## config.mk

```make
export PLATFORM = sky130hd
export DESIGN_NAME = pattern_timing_ctrl
export DESIGN_NICKNAME = d
export VERILOG_FILES = /design/src/rtl/pattern_timing_ctrl.sv
export SDC_FILE = /design/constraint.sdc
export NUM_CORES = 1
export LEC_CHECK = 0
export CAP_MARGIN = 20
export CORE_MARGIN = 1.5
export CORE_UTILIZATION = 56
export CTS_BUF_LIST = sky130_fd_sc_hd__clkbuf_8
export CTS_CLUSTER_SIZE = 12
export DETAILED_ROUTE_END_ITERATION = 16
export GPL_ROUTABILITY_DRIVEN = 0
export PLACE_DENSITY = 0.89
export SYNTH_ARGS = -nofsm -noshare
export SYNTH_HDL_FRONTEND = slang
export SYNTH_SLANG_ARGS = --single-unit
```

## constraint.sdc

```tcl
create_clock -name clk -period 2.5 [get_ports clk]
set_input_delay 0.75 -clock clk [delete_from_list [all_inputs] [get_ports clk]]
set_output_delay 0.75 -clock clk [all_outputs]
set_load 0.01 [all_outputs]
```

## src/rtl/pattern_timing_ctrl.sv

```systemverilog
`default_nettype none
// ============================================================================
// Module   : pattern_timing_ctrl
// Function : Line/frame timing sequencer (sync/endLine/endFrame strobes) for
//            the pattern generator, with per-frame latching of mode and deltaX.
// Revision : 1.0  initial release
// ============================================================================
module pattern_timing_ctrl #(
    parameter int NORM_LEN = 4096,
    parameter int TEST_LEN = 1290,
    parameter int LINES    = 1024,
    parameter int H_BLANK  = 4,
    localparam int LW      = (LINES > 1) ? $clog2(LINES) : 1
) (
    input  logic          clk,
    input  logic          rst_n,
    input  logic          start,
    input  logic          stop,
    input  logic          cont,
    input  logic [2:0]    mode_in,
    input  logic [1:0]    x_in,
    output logic [2:0]    mode_out,
    output logic [1:0]    x_out,
    output logic          f_sync,
    output logic          sync,
    output logic          endLine,
    output logic          endFrame,
    output logic          busy,
    output logic          cfg_err,
    output logic [11:0]   pix_cnt,
    output logic [LW-1:0] line_cnt
);

    localparam int BW = $clog2(H_BLANK + 1);

    typedef enum logic [1:0] {
        S_IDLE   = 2'd0,
        S_LSYNC  = 2'd1,
        S_ACTIVE = 2'd2,
        S_BLANK  = 2'd3
    } state_t;

    state_t        r_state;
    logic [2:0]    r_mode;
    logic [1:0]    r_x;
    logic [11:0]   r_pix;
    logic [LW-1:0] r_line;
    logic [BW-1:0] r_blk;
    logic          r_stop_pend;
    logic          r_new_frame;
    logic          r_err;

    logic [11:0]   w_last;
    logic          w_eol;
    logic          w_stop;
    logic          w_eof;
    logic          w_restart;

    assign w_last    = (r_mode == 3'd1) ? 12'(NORM_LEN - 1) : 12'(TEST_LEN - 1);
    assign w_eol     = (r_state == S_ACTIVE) && (r_pix == w_last);
    assign w_stop    = stop | r_stop_pend;
    assign w_eof     = w_eol && ((r_line == LW'(LINES - 1)) || w_stop);
    assign w_restart = w_eof && cont && !w_stop && (mode_in != 3'd0);

    // Internal sequencer runs one cycle ahead; every port is a register
    // decoded from the sequencer state of the previous cycle.
    always_ff @(posedge clk or negedge rst_n) begin
        if (!rst_n) begin
            r_state     <= S_IDLE;
            r_mode      <= 3'd0;
            r_x         <= 2'd0;
            r_pix       <= 12'd0;
            r_line      <= '0;
            r_blk       <= '0;
            r_stop_pend <= 1'b0;
            r_new_frame <= 1'b0;
            r_err       <= 1'b0;
            mode_out    <= 3'd0;
            x_out       <= 2'd0;
            f_sync      <= 1'b0;
            sync        <= 1'b0;
            endLine     <= 1'b0;
            endFrame    <= 1'b0;
            busy        <= 1'b0;
            cfg_err     <= 1'b0;
            pix_cnt     <= 12'd0;
            line_cnt    <= '0;
        end else begin
            sync     <= (r_state == S_LSYNC);
            f_sync   <= (r_state == S_LSYNC) && (r_line == '0);
            endLine  <= w_eol;
            endFrame <= w_eof;
            busy     <= (r_state != S_IDLE);
            cfg_err  <= r_err;
            pix_cnt  <= r_pix;
            line_cnt <= r_line;
            mode_out <= r_mode;
            x_out    <= r_x;
            r_err    <= 1'b0;

            case (r_state)
                S_IDLE: begin
                    r_stop_pend <= 1'b0;
                    r_new_frame <= 1'b0;
                    if (start) begin
                        if (mode_in != 3'd0) begin
                            r_mode  <= mode_in;
                            r_x     <= x_in;
                            r_line  <= '0;
                            r_pix   <= 12'd0;
                            r_state <= S_LSYNC;
                        end else begin
                            r_err <= 1'b1;
                        end
                    end
                end
                S_LSYNC: begin
                    if (stop) r_stop_pend <= 1'b1;
                    r_state <= S_ACTIVE;
                end
                S_ACTIVE: begin
                    if (stop) r_stop_pend <= 1'b1;
                    if (!w_eol) r_pix <= r_pix + 12'd1;
                    if (w_eof) begin
                        r_stop_pend <= 1'b0;
                        if (w_restart) begin
                            r_mode      <= mode_in;
                            r_x         <= x_in;
                            r_line      <= '0;
                            r_new_frame <= 1'b1;
                            r_blk       <= '0;
                            r_state     <= S_BLANK;
                        end else begin
                            r_state <= S_IDLE;
                        end
                    end else if (w_eol) begin
                        r_blk   <= '0;
                        r_state <= S_BLANK;
                    end
                end
                S_BLANK: begin
                    if (stop) r_stop_pend <= 1'b1;
                    if (r_blk == BW'(H_BLANK - 1)) begin
                        // A frame-restart blank keeps line 0 for the new frame
                        if (!r_new_frame) r_line <= r_line + LW'(1);
                        r_new_frame <= 1'b0;
                        r_pix       <= 12'd0;
                        r_state     <= S_LSYNC;
                    end else begin
                        r_blk <= r_blk + BW'(1);
                    end
                end
                default: r_state <= S_IDLE;
            endcase
        end
    end

endmodule
`default_nettype wire

```

==> results of run 1 <==
==> cells in the mapped netlist (2+ instances only) <==
| cell type | instances | share of area |
|---|---|---|
| a21oi_2 | 2 | 0.0056 |
| nor4_1 | 8 | 0.016 |
| ha_1 | 10 | 0.040 |
| a21oi_1 | 10 | 0.016 |
| o21ai_0 | 6 | 0.0096 |
| or4_1 | 5 | 0.012 |
| o22a_1 | 2 | 0.0056 |
| and4_2 | 2 | 0.0064 |
| nor3_1 | 5 | 0.0080 |
| a221oi_1 | 2 | 0.0056 |
| o221ai_1 | 2 | 0.0056 |
| o31a_1 | 2 | 0.0056 |
| clkbuf_1 | 3 | 0.0036 |
| and3_1 | 7 | 0.014 |
| inv_1 | 13 | 0.016 |
| mux2i_1 | 3 | 0.0096 |
| o21ai_1 | 6 | 0.0096 |
| nand3_1 | 17 | 0.027 |
| o31ai_1 | 5 | 0.012 |
| a31oi_1 | 4 | 0.0080 |
| a22o_1 | 2 | 0.0056 |
| o211ai_1 | 11 | 0.026 |
| nand2b_1 | 3 | 0.0060 |
| o2111ai_1 | 2 | 0.0056 |
| o2bb2ai_1 | 2 | 0.0056 |
| dfrtp_1 | 68 | 0.55 |
| mux2_2 | 5 | 0.018 |
| and4_1 | 3 | 0.0084 |
| a32o_1 | 2 | 0.0064 |
| o22ai_1 | 3 | 0.0060 |
| nor2_1 | 10 | 0.012 |
| or3_1 | 7 | 0.014 |
| nand4_1 | 10 | 0.020 |
| buf_6 | 2 | 0.0072 |
| nand2_1 | 21 | 0.025 |
==> final cells by class <==
class | instances | area, sq um
fillers | 405 | 1500
clock buffers | 10 | 138
repair buffers | 64 | 593
flip-flops and latches | 68 | 1700
inverters | 13 | 48.8
clock inverters | 5 | 46.3
well taps | 72 | 90.1
multi-input cells | 193 | 1320
==> path summary, 6_finish.rpt <==
check                                        end                 start  slack (ns)
max                        r_line[8]$_DFFE_PN0P_            mode_in[1]        0.15
min in group asynchronous      endLine$_DFF_PN0_                 rst_n        0.42
min reg2reg                    cfg_err$_DFF_PN0_       r_err$_DFF_PN0_        0.35
max in group asynchronous     x_out[0]$_DFF_PN0_                 rst_n        1.81
min                            cfg_err$_DFF_PN0_       r_err$_DFF_PN0_        0.35
max reg2reg                r_pix[11]$_DFFE_PN0P_  r_blk[0]$_DFFE_PN0P_        0.26
==> cells by family after synthesis <==
family,after synthesis,synth area share
mux,8,0.0277
compound gates,72,0.170
buf+inv,20,0.0317
simple gates,103,0.186
fa+ha+maj,10,0.0401
flops,68,0.545
==> registers in the layout, indices dropped and copies added, names as in the netlist, 2 cells and up <==
register / count
line_cnt: 10
x_out: 2
r_state: 2
r_x: 2
r_line: 10
pix_cnt: 12
r_pix: 12
r_mode: 3
mode_out: 3
r_blk: 3
==> layout by cell type, fill, tap and decap left out, types with 3 or more instances in the layout <==
cell             synthesis  layout
o31ai_1                  5       5
or3_1                    7       7
ha_1                    10      10
a31oi_1                  4       4
and4_1                   3       3
mux2i_1                  3       3
nand2_1                 21      21
o211ai_1                11      11
dfrtp_1                 68      68
buf_4                    1      21
and3_1                   7       7
nor3_1                   5       5
nand2b_1                 3       3
clkdlybuf4s50_1          0      41
mux2_2                   5       5
nand4_1                 10      10
a21oi_1                 10      10
nor4_1                   8       8
o21ai_0                  6       6
or4_1                    5       5
nor2_1                  10      10
inv_1                   13      16
nand3_1                 17      17
o21ai_1                  6       6
clkbuf_8                 0      10
o22ai_1                  3       3
==> metal layers <==
metal  up-vias  routed length [um]  GRT usage
li1       1217                   -          -
met1      1295                2980      0.311
met2       116                3390      0.386
met3        20                 422     0.0518
met4         0                 155      0.127
met5         -                   0          0
==> report_power, final <==
group	internal [mW]	total, mW	switching [mW]	leakage (nW)
clock network	0.470	0.843	0.373	0.106
logic	0.0289	0.0622	0.0333	0.809
registers	1.11	1.11	0.00446	0.809
total	1.61	2.02	0.411	1.72
==> critical path: stages <==
cell and delay (ns):
clkdlybuf4s50_1 0.46, or3_1 0.44, and4_2 0.27, o211ai_1 0.20
a21oi_2 0.17, a32o_1 0.28
==> per-stage QoR <==
stage          hold WS [ns]  cells
2_1_floorplan         0.331    281
3_3_place_gp          0.338    410
3_5_place_dp          0.340    410
4_1_cts               0.355    425
5_1_grt               0.369    425
6_report              0.352    425
==> results_dict.tcl, run 1 <==
set metrics [dict create \
    synth-seq-cells 68 \
    grt_start_max_net_pins 69 \
    route.detailed.drc 0 \
    grt_overflow_total 0 \
    path_clk_slew_ns 0.06 \
    slew_headroom 0.670 \
    cts_buffers 9 \
    io_buffers 42 \
    peakVddDrop_mv 0.438 \
    rr_worst_depth 8 \
    critPathRequiredTime_ns 2.72 \
    path_class "in2reg" \
    synth-edff-count 0 \
    pre_cts_ws_ns -0.163 \
    p_leak_nw 1.72 \
    final.period_utilization 0.941 \
    rsz0062_at_grt "false" \
    diodes 0 \
    syn_area_per_cell_sq_um 11.1 \
    synthesis.area_sq_um 3120 \
    yosysWarnings 0 \
    drive_gt1_frac 0.144 \
    num_vias 2648 \
    syn_nets 301 \
    ios 43 \
    cts_tree "built" \
    crit_path_end_kind "flop" \
    antenna_found_initial 0 \
    hold_buffers 0 \
    power_mw 2.02 \
    ant_nets 0 \
    dieHeight_um 77.7 \
    final_cell_area_sq_um 3940 \
    die_area_sq_um 6030 \
    place_area_sq_um 3750 \
    die_w_um 77.7 \
    synth-async-reset-ratio 1.00 \
    min_period_ns 2.35 \
    num_rows 27 \
    hold_viol_final 0 \
    grt.total_usage 0.243 \
    synth_cell_types 51 \
    dpl.hpwl_um 4920 \
    max-cap-violations 0 \
    area_growth_pct 26.2 \
    cts.repair.resized 0 \
    clkSinkCount 68 \
    ys_seq_area_frac 0.545 \
    coreArea_sq_um 5440 \
    worstPathArrival_ns 2.57 \
    hold_depth 0 \
    drt-initial-drc-count 201 \
    tightest_slew_ns 0.495 \
    ctsRootBufferMaster "clkbuf_8" \
    grt_pass1_vias 2484 \
    fin_util 0.724 \
    hp-class "reg2reg" \
    worstPathMaxFanout 5 \
    outcome "completed" \
    layout.nets 369 \
    postCtsSetupBuffers 0 \
    wl_per_cell_um 16.3 \
    p_per_area_nw_per_um2 512 \
    start_util 0.574 \
    critPathLaunchType "input pin" \
    clk_path_buf_depth 2 \
    max_freq_ghz 0.425 \
    synth_top_flop_cell "dfrtp_1" \
    final-setup-viol-count 0 \
    wirelength_um 6940 \
    htreeDepth 3 \
    clock_skew_ns 0.00822 \
    via_per_inst 6.23 \
    tns_ns 0 \
    syn_inst 281 \
    dr.pass1.iters 4 \
    worstSkewPairLatency_ns 0.34 \
    worst_slack_ns 0.148 \
    grt_pass1_wl_um 11400 \
    slew_violations 0 \
]
Note: power is estimated with default switching activity, not from simulation.
==> run 2, diff against run 1 <==
--- a/config.mk
+++ b/config.mk
@@ -7,12 +7,13 @@
 export LEC_CHECK = 0
 export CAP_MARGIN = 20
 export CORE_MARGIN = 1.5
-export CORE_UTILIZATION = 56
+export CORE_UTILIZATION = 51
 export CTS_BUF_LIST = sky130_fd_sc_hd__clkbuf_8
-export CTS_CLUSTER_SIZE = 12
+export CTS_CLUSTER_SIZE = 40
 export DETAILED_ROUTE_END_ITERATION = 16
 export GPL_ROUTABILITY_DRIVEN = 0
-export PLACE_DENSITY = 0.89
+export PLACE_DENSITY = 0.86
+export SLEW_MARGIN = 20
 export SYNTH_ARGS = -nofsm -noshare
 export SYNTH_HDL_FRONTEND = slang
 export SYNTH_SLANG_ARGS = --single-unit
==> constraint.sdc (replaced) <==
create_clock -name clk -period 2 [get_ports clk]
set_input_delay 0.6 -clock clk [delete_from_list [all_inputs] [get_ports clk]]
set_output_delay 0.6 -clock clk [all_outputs]
set_load 0.01 [all_outputs]
==> run 2 against run 1 <==
  * The flow now finishes with violations (setup timing)
  * Worst setup slack lost 0.40 ns
  * Final cell count is 17% higher
  * Sequential cell count is the same
  * Combinational power grew 42%
  * Sequential power increased by 25%
  * Count of clock-buffer cells in the layout did not move
  * Routed wire length rose by 41%
  * Design area increased by 19%
==> results_dict.tcl, run 2 (synthesis gave the netlist of run 1 again) <==
set metrics [dict create \
    timing.critical_path.buf_inv 3 \
    worstPathMaxFanout 5 \
    cts_tree "built" \
    num_vias 3134 \
    worstPathArrival_ns 2.49 \
    dpl.hpwl_um 5890 \
    pre_cts_ws_ns -0.564 \
    antenna_found_initial 0 \
    max-cap-violations 0 \
    mostFrequentLayoutCell "buf_4" \
    critPathLaunchType "flop" \
    clk_path_buf_depth 2 \
    final.period_utilization 1.12 \
    tightest_slew_ns 0.394 \
    wirelength_um 9800 \
    grt.total_usage 0.288 \
    io_buffers 42 \
    cp_num_cells 8 \
    stdcell_count 496 \
    crit_chain "buf_4, nand4_1, buf_4, nor3_2, o2111ai_1, a21boi_2, buf_4, mux2_2" \
    worstSkewPairLatency_ns 0.36 \
    drt-initial-drc-count 362 \
    dr.pass1.iters 5 \
    drive_gt1_frac 0.380 \
    die_area_sq_um 6600 \
    wl_per_cell_um 19.8 \
    area_growth_pct 50.3 \
    final_cell_area_sq_um 4690 \
    cpLargestDelayFamily "buffers and inverters" \
    grt_pass1_wl_um 13900 \
    max_freq_ghz 0.445 \
    crit_top_cell "buf_4" \
    min_period_ns 2.25 \
    grt_overflow_total 0 \
    rr_worst_depth 8 \
    place_area_sq_um 4120 \
    route.detailed.drc 0 \
    dieHeight_um 81.2 \
    dp.cells 459 \
    worst_path_max_delay_cell "dfrtp_1" \
    p_leak_nw 2.09 \
    final-setup-viol-count 29 \
    num_rows 28 \
    clkSinkCount 68 \
    hp-class "in2async" \
    cts_buffers 9 \
    slew_headroom 0.737 \
    path_class "reg2reg" \
    critPathRequiredTime_ns 2.24 \
    worst_slack_ns -0.248 \
    rsz0062_at_grt "true" \
    via_per_inst 6.32 \
    reg.largest.list "pix_cnt: 12 flops, r_pix: 12 flops" \
    slowest_delay_ns 0.38 \
    holdWs_ns 0.247 \
    ios 43 \
    path_clk_slew_ns 0.08 \
    tns_ns -3.87 \
    htreeDepth 3 \
    grt_pass1_vias 2969 \
    start_util 0.527 \
    hold_viol_final 0 \
    p_per_area_nw_per_um2 561 \
    coreArea_sq_um 5920 \
    crit_path_end_kind "flop" \
    peakVddDrop_mv 0.477 \
    slew_violations 0 \
    ant_nets 0 \
    ctsRootBufferMaster "clkbuf_8" \
    layout.nets 436 \
    final_cell_mix "buf_4, dfrtp_1, clkdlybuf4s50_1, nand2_1, nand3_1" \
    outcome "finished with violations" \
    diodes 0 \
    violations "setup timing" \
    die_w_um 81.2 \
    grt_start_max_net_pins 69 \
    clock_skew_ns 0.00636 \
]
-- run 2: final cells by class --
cell class / instances / area (sq um)
Multi-Input combinational cell: 193 / 1530
Clock inverter: 6 / 63.8
Inverter: 13 / 48.8
Timing Repair Buffer: 131 / 1110
Fill cell: 345 / 1230
Tap cell: 75 / 93.8
Sequential cell: 68 / 1700
Clock buffer: 10 / 138
-- run 2: final timing paths --
kind                                      startpoint                     to  slack (ns)
worst min-delay path                           rst_n   pix_cnt[5]$_DFF_PN0_        0.25
worst max register to register  r_pix[7]$_DFFE_PN0P_     r_x[1]$_DFFE_PN0P_       -0.25
worst min register to register       r_err$_DFF_PN0_      cfg_err$_DFF_PN0_        0.36
max in group asynchronous                      rst_n  r_pix[11]$_DFFE_PN0P_        1.47
min in group clk                     r_err$_DFF_PN0_      cfg_err$_DFF_PN0_        0.36
worst max-delay path            r_pix[7]$_DFFE_PN0P_     r_x[1]$_DFFE_PN0P_       -0.25
-- run 2: metrics by stage --
stage | power [mW] | util
after floorplan | 1.43 | -
after global placement | 1.50 | 0.695
after detailed placement | 1.50 | 0.695
after CTS | 2.63 | 0.748
after global routing | 2.72 | 0.792
final | 2.63 | 0.792
-- run 2: metal layers --
metal / wire, um / track usage
met1: 3600 / 0.346
met2: 4900 / 0.486
met3: 860 / 0.0607
met4: 442 / 0.147
met5: 0 / 0
-- run 2: timing repair --
action                                  in CTS  in global routing
resized for setup                           13                 44
pin swaps                                    9                 17
cloned                                       1                  0
setup buffers                                9                 11
endpoints found under the setup margin      30                 33
hold buffers                                 0                  0
-- run 2: report_power, final --
part	switching (mW)	leakage, nW	internal, mW
clock network	0.550	0.0983	0.606
logic	0.0483	1.19	0.0401
registers	0.00505	0.807	1.38
==> run 3, diff against run 2 <==
--- a/config.mk
+++ b/config.mk
@@ -5,6 +5,7 @@
 export SDC_FILE = /design/constraint.sdc
 export NUM_CORES = 1
 export LEC_CHECK = 0
+export ABC_CLOCK_PERIOD_IN_PS = 2000
 export CAP_MARGIN = 20
 export CORE_MARGIN = 1.5
 export CORE_UTILIZATION = 51
@@ -12,7 +13,8 @@
 export CTS_CLUSTER_SIZE = 40
 export DETAILED_ROUTE_END_ITERATION = 16
 export GPL_ROUTABILITY_DRIVEN = 0
-export PLACE_DENSITY = 0.86
+export GPL_TIMING_DRIVEN = 0
+export PLACE_DENSITY = 0.77
 export SLEW_MARGIN = 20
 export SYNTH_ARGS = -nofsm -noshare
 export SYNTH_HDL_FRONTEND = slang
==> run 3 against run 2 <==
  * The flow still finishes with violations (setup timing)
  * Fmax up 6.8%
  * Combinational power shrank 0.5%
  * Final cell count is 9.3% lower
  * Design area fell by 4.8%
  * Sequential share of layout area rose by 2.2 points
  * Routed wire length is 13% lower
  * Critical path depth shrank 1
  * Utilization decreased by 3.8 points
  * Global-route usage down 2.4 points
  * Critical endpoint is now r_line[6]$_DFFE_PN0P_
  * Highest routed layer unchanged
==> results_dict.tcl, run 3 (synthesis gave the netlist of run 1 again) <==
set metrics [dict create \
    route.detailed.drc 0 \
    ios 43 \
    ant_nets 0 \
    final_cell_mix "dfrtp_1, clkdlybuf4s50_1, buf_4, nand2_1, nand3_1" \
    worstPathArrival_ns 2.34 \
    power.share.sequential 0.530 \
    clk_path_buf_depth 2 \
    tns_ns -1.16 \
    drt-initial-drc-count 267 \
    grt_pass1_vias 2758 \
    cpLargestDelayFamily "compound AO/OA/AOI/OAI gates" \
    dieHeight_um 81.2 \
    slew_violations 0 \
    internal-power_mw 2.03 \
    layout.nets 390 \
    worstSkewPairLatency_ns 0.36 \
    worst_path_max_delay_cell "dfrtp_2" \
    holdWs_ns 0.171 \
    max_freq_ghz 0.475 \
    wl_per_cell_um 19.0 \
    die_w_um 81.2 \
    final-setup-viol-count 22 \
    dp.cells 399 \
    switching_share 0.226 \
    stdcell_count 450 \
    min_period_ns 2.11 \
    rsz0062_at_grt "true" \
    critPathRequiredTime_ns 2.23 \
    die_area_sq_um 6600 \
    tightest_slew_ns 0.510 \
    seq_area_sq_um 1720 \
    p_per_area_nw_per_um2 587 \
    mostFrequentLayoutCell "dfrtp_1" \
    power.switching_mw 0.592 \
    path_clk_slew_ns 0.07 \
    multiInputGateArea_sq_um 1620 \
    drive_gt1_frac 0.336 \
    place_area_sq_um 3660 \
    timing.rr.start "r_pix[6]$_DFFE_PN0P_" \
    hold_viol_final 0 \
    num_rows 28 \
    startpoint "r_pix[6]$_DFFE_PN0P_" \
    violations "setup timing" \
    grt.total_usage 0.263 \
    num_vias 2820 \
    grt_start_max_net_pins 39 \
    crit_top_cell "buf_4" \
    final.period_utilization 1.05 \
    cts_tree "built" \
    clock_skew_ns 0.00549 \
    r2r_setup_slack_ns -0.11 \
    crit_chain "nand4_1, buf_4, nor4_4, o211ai_1, buf_4, a221oi_2, o22ai_1" \
    timing.critical_path.buf_inv 2 \
    p_leak_nw 1.90 \
    antenna_found_initial 0 \
    ctsRootBufferMaster "clkbuf_8" \
    cts_buffers 9 \
    reg.largest.list "pix_cnt: 12 flops, r_pix: 12 flops" \
    grt_overflow_total 0 \
    power_frac_clock 0.437 \
    start_util 0.527 \
    htreeDepth 3 \
    dpl.hpwl_um 5060 \
    wirelength_um 8550 \
    io_buffers 42 \
    crit_path_end_kind "flop" \
    dr.pass1.iters 6 \
    peakVddDrop_mv 0.479 \
    fillers 378 \
    via_per_inst 6.27 \
    hold_buffers 0 \
    worstPathMaxFanout 9 \
    final_cell_area_sq_um 4470 \
    coreArea_sq_um 5920 \
    area_growth_pct 43.1 \
    max-cap-violations 0 \
    slowest_delay_ns 0.49 \
    critPathLaunchType "flop" \
    clkSinkCount 68 \
    slew_headroom 0.660 \
    path_class "reg2reg" \
    worst_slack_ns -0.105 \
    hp-class "in2async" \
    diodes 0 \
    outcome "finished with violations" \
    power.share.combinational 0.034 \
    grt_pass1_wl_um 12900 \
]
run 3: final timing paths:
| path | depth (start not counted) | endpoint |
|---|---|---|
| setup reg to reg | 7 | r_line[6]$_DFFE_PN0P_ |
| hold / removal | 1 | pix_cnt[5]$_DFF_PN0_ |
| min in group clk | 0 | cfg_err$_DFF_PN0_ |
| max in group asynchronous | 2 | r_line[3]$_DFFE_PN0P_ |
| hold reg to reg | 0 | cfg_err$_DFF_PN0_ |
| setup / recovery | 7 | r_line[6]$_DFFE_PN0P_ |
run 3: power groups by stage:
stage / clock network (mW) / logic, mW / registers [mW]
after floorplan: 0 / 0.0110 / 1.42
after global routing: 1.22 / 0.0972 / 1.39
after global placement: 0 / 0.0729 / 1.42
after CTS: 1.16 / 0.0853 / 1.39
after detailed placement: 0 / 0.0790 / 1.42
final: 1.15 / 0.0879 / 1.39
run 3: metal layers:
metal / wire length, um / track usage
met1: 3360 / 0.325
met2: 4420 / 0.433
met5: 0 / 0
met3: 542 / 0.0494
met4: 225 / 0.150
run 3: what timing repair did:
action,in CTS,in global routing
cloned,1,0
gates resized for setup,44,46
buffers inserted,22,12
setup endpoints to repair,31,31
pin swaps,20,20
run 3: worst reg2reg max path, cell delays in order, from the launching register on:
cell and delay, ns:
dfrtp_2 0.49, nand4_1 0.17, buf_4 0.20, nor4_4 0.31
o211ai_1 0.21, buf_4 0.21, a221oi_2 0.27, o22ai_1 0.13
run 3: final cells by class:
cell class                      instances  area share
Buffer                                  7      0.0132
Clock buffer                           10      0.0308
Inverter                               13      0.0126
Sequential cell                        68       0.385
Timing Repair Buffer                   78       0.160
Multi-Input combinational cell        193       0.364
Tap cell                               75      0.0210
Clock inverter                          6      0.0143
run 3: stage by stage:
stage | setup slack, ns | util | power [mW]
after CTS | -0.0557 | 0.714 | 2.63
after global placement | -1.87 | 0.616 | 1.49
after detailed placement | -0.763 | 0.619 | 1.50
after floorplan | 0.0261 | - | 1.43
after global routing | -0.166 | 0.754 | 2.71
final | -0.105 | 0.754 | 2.62
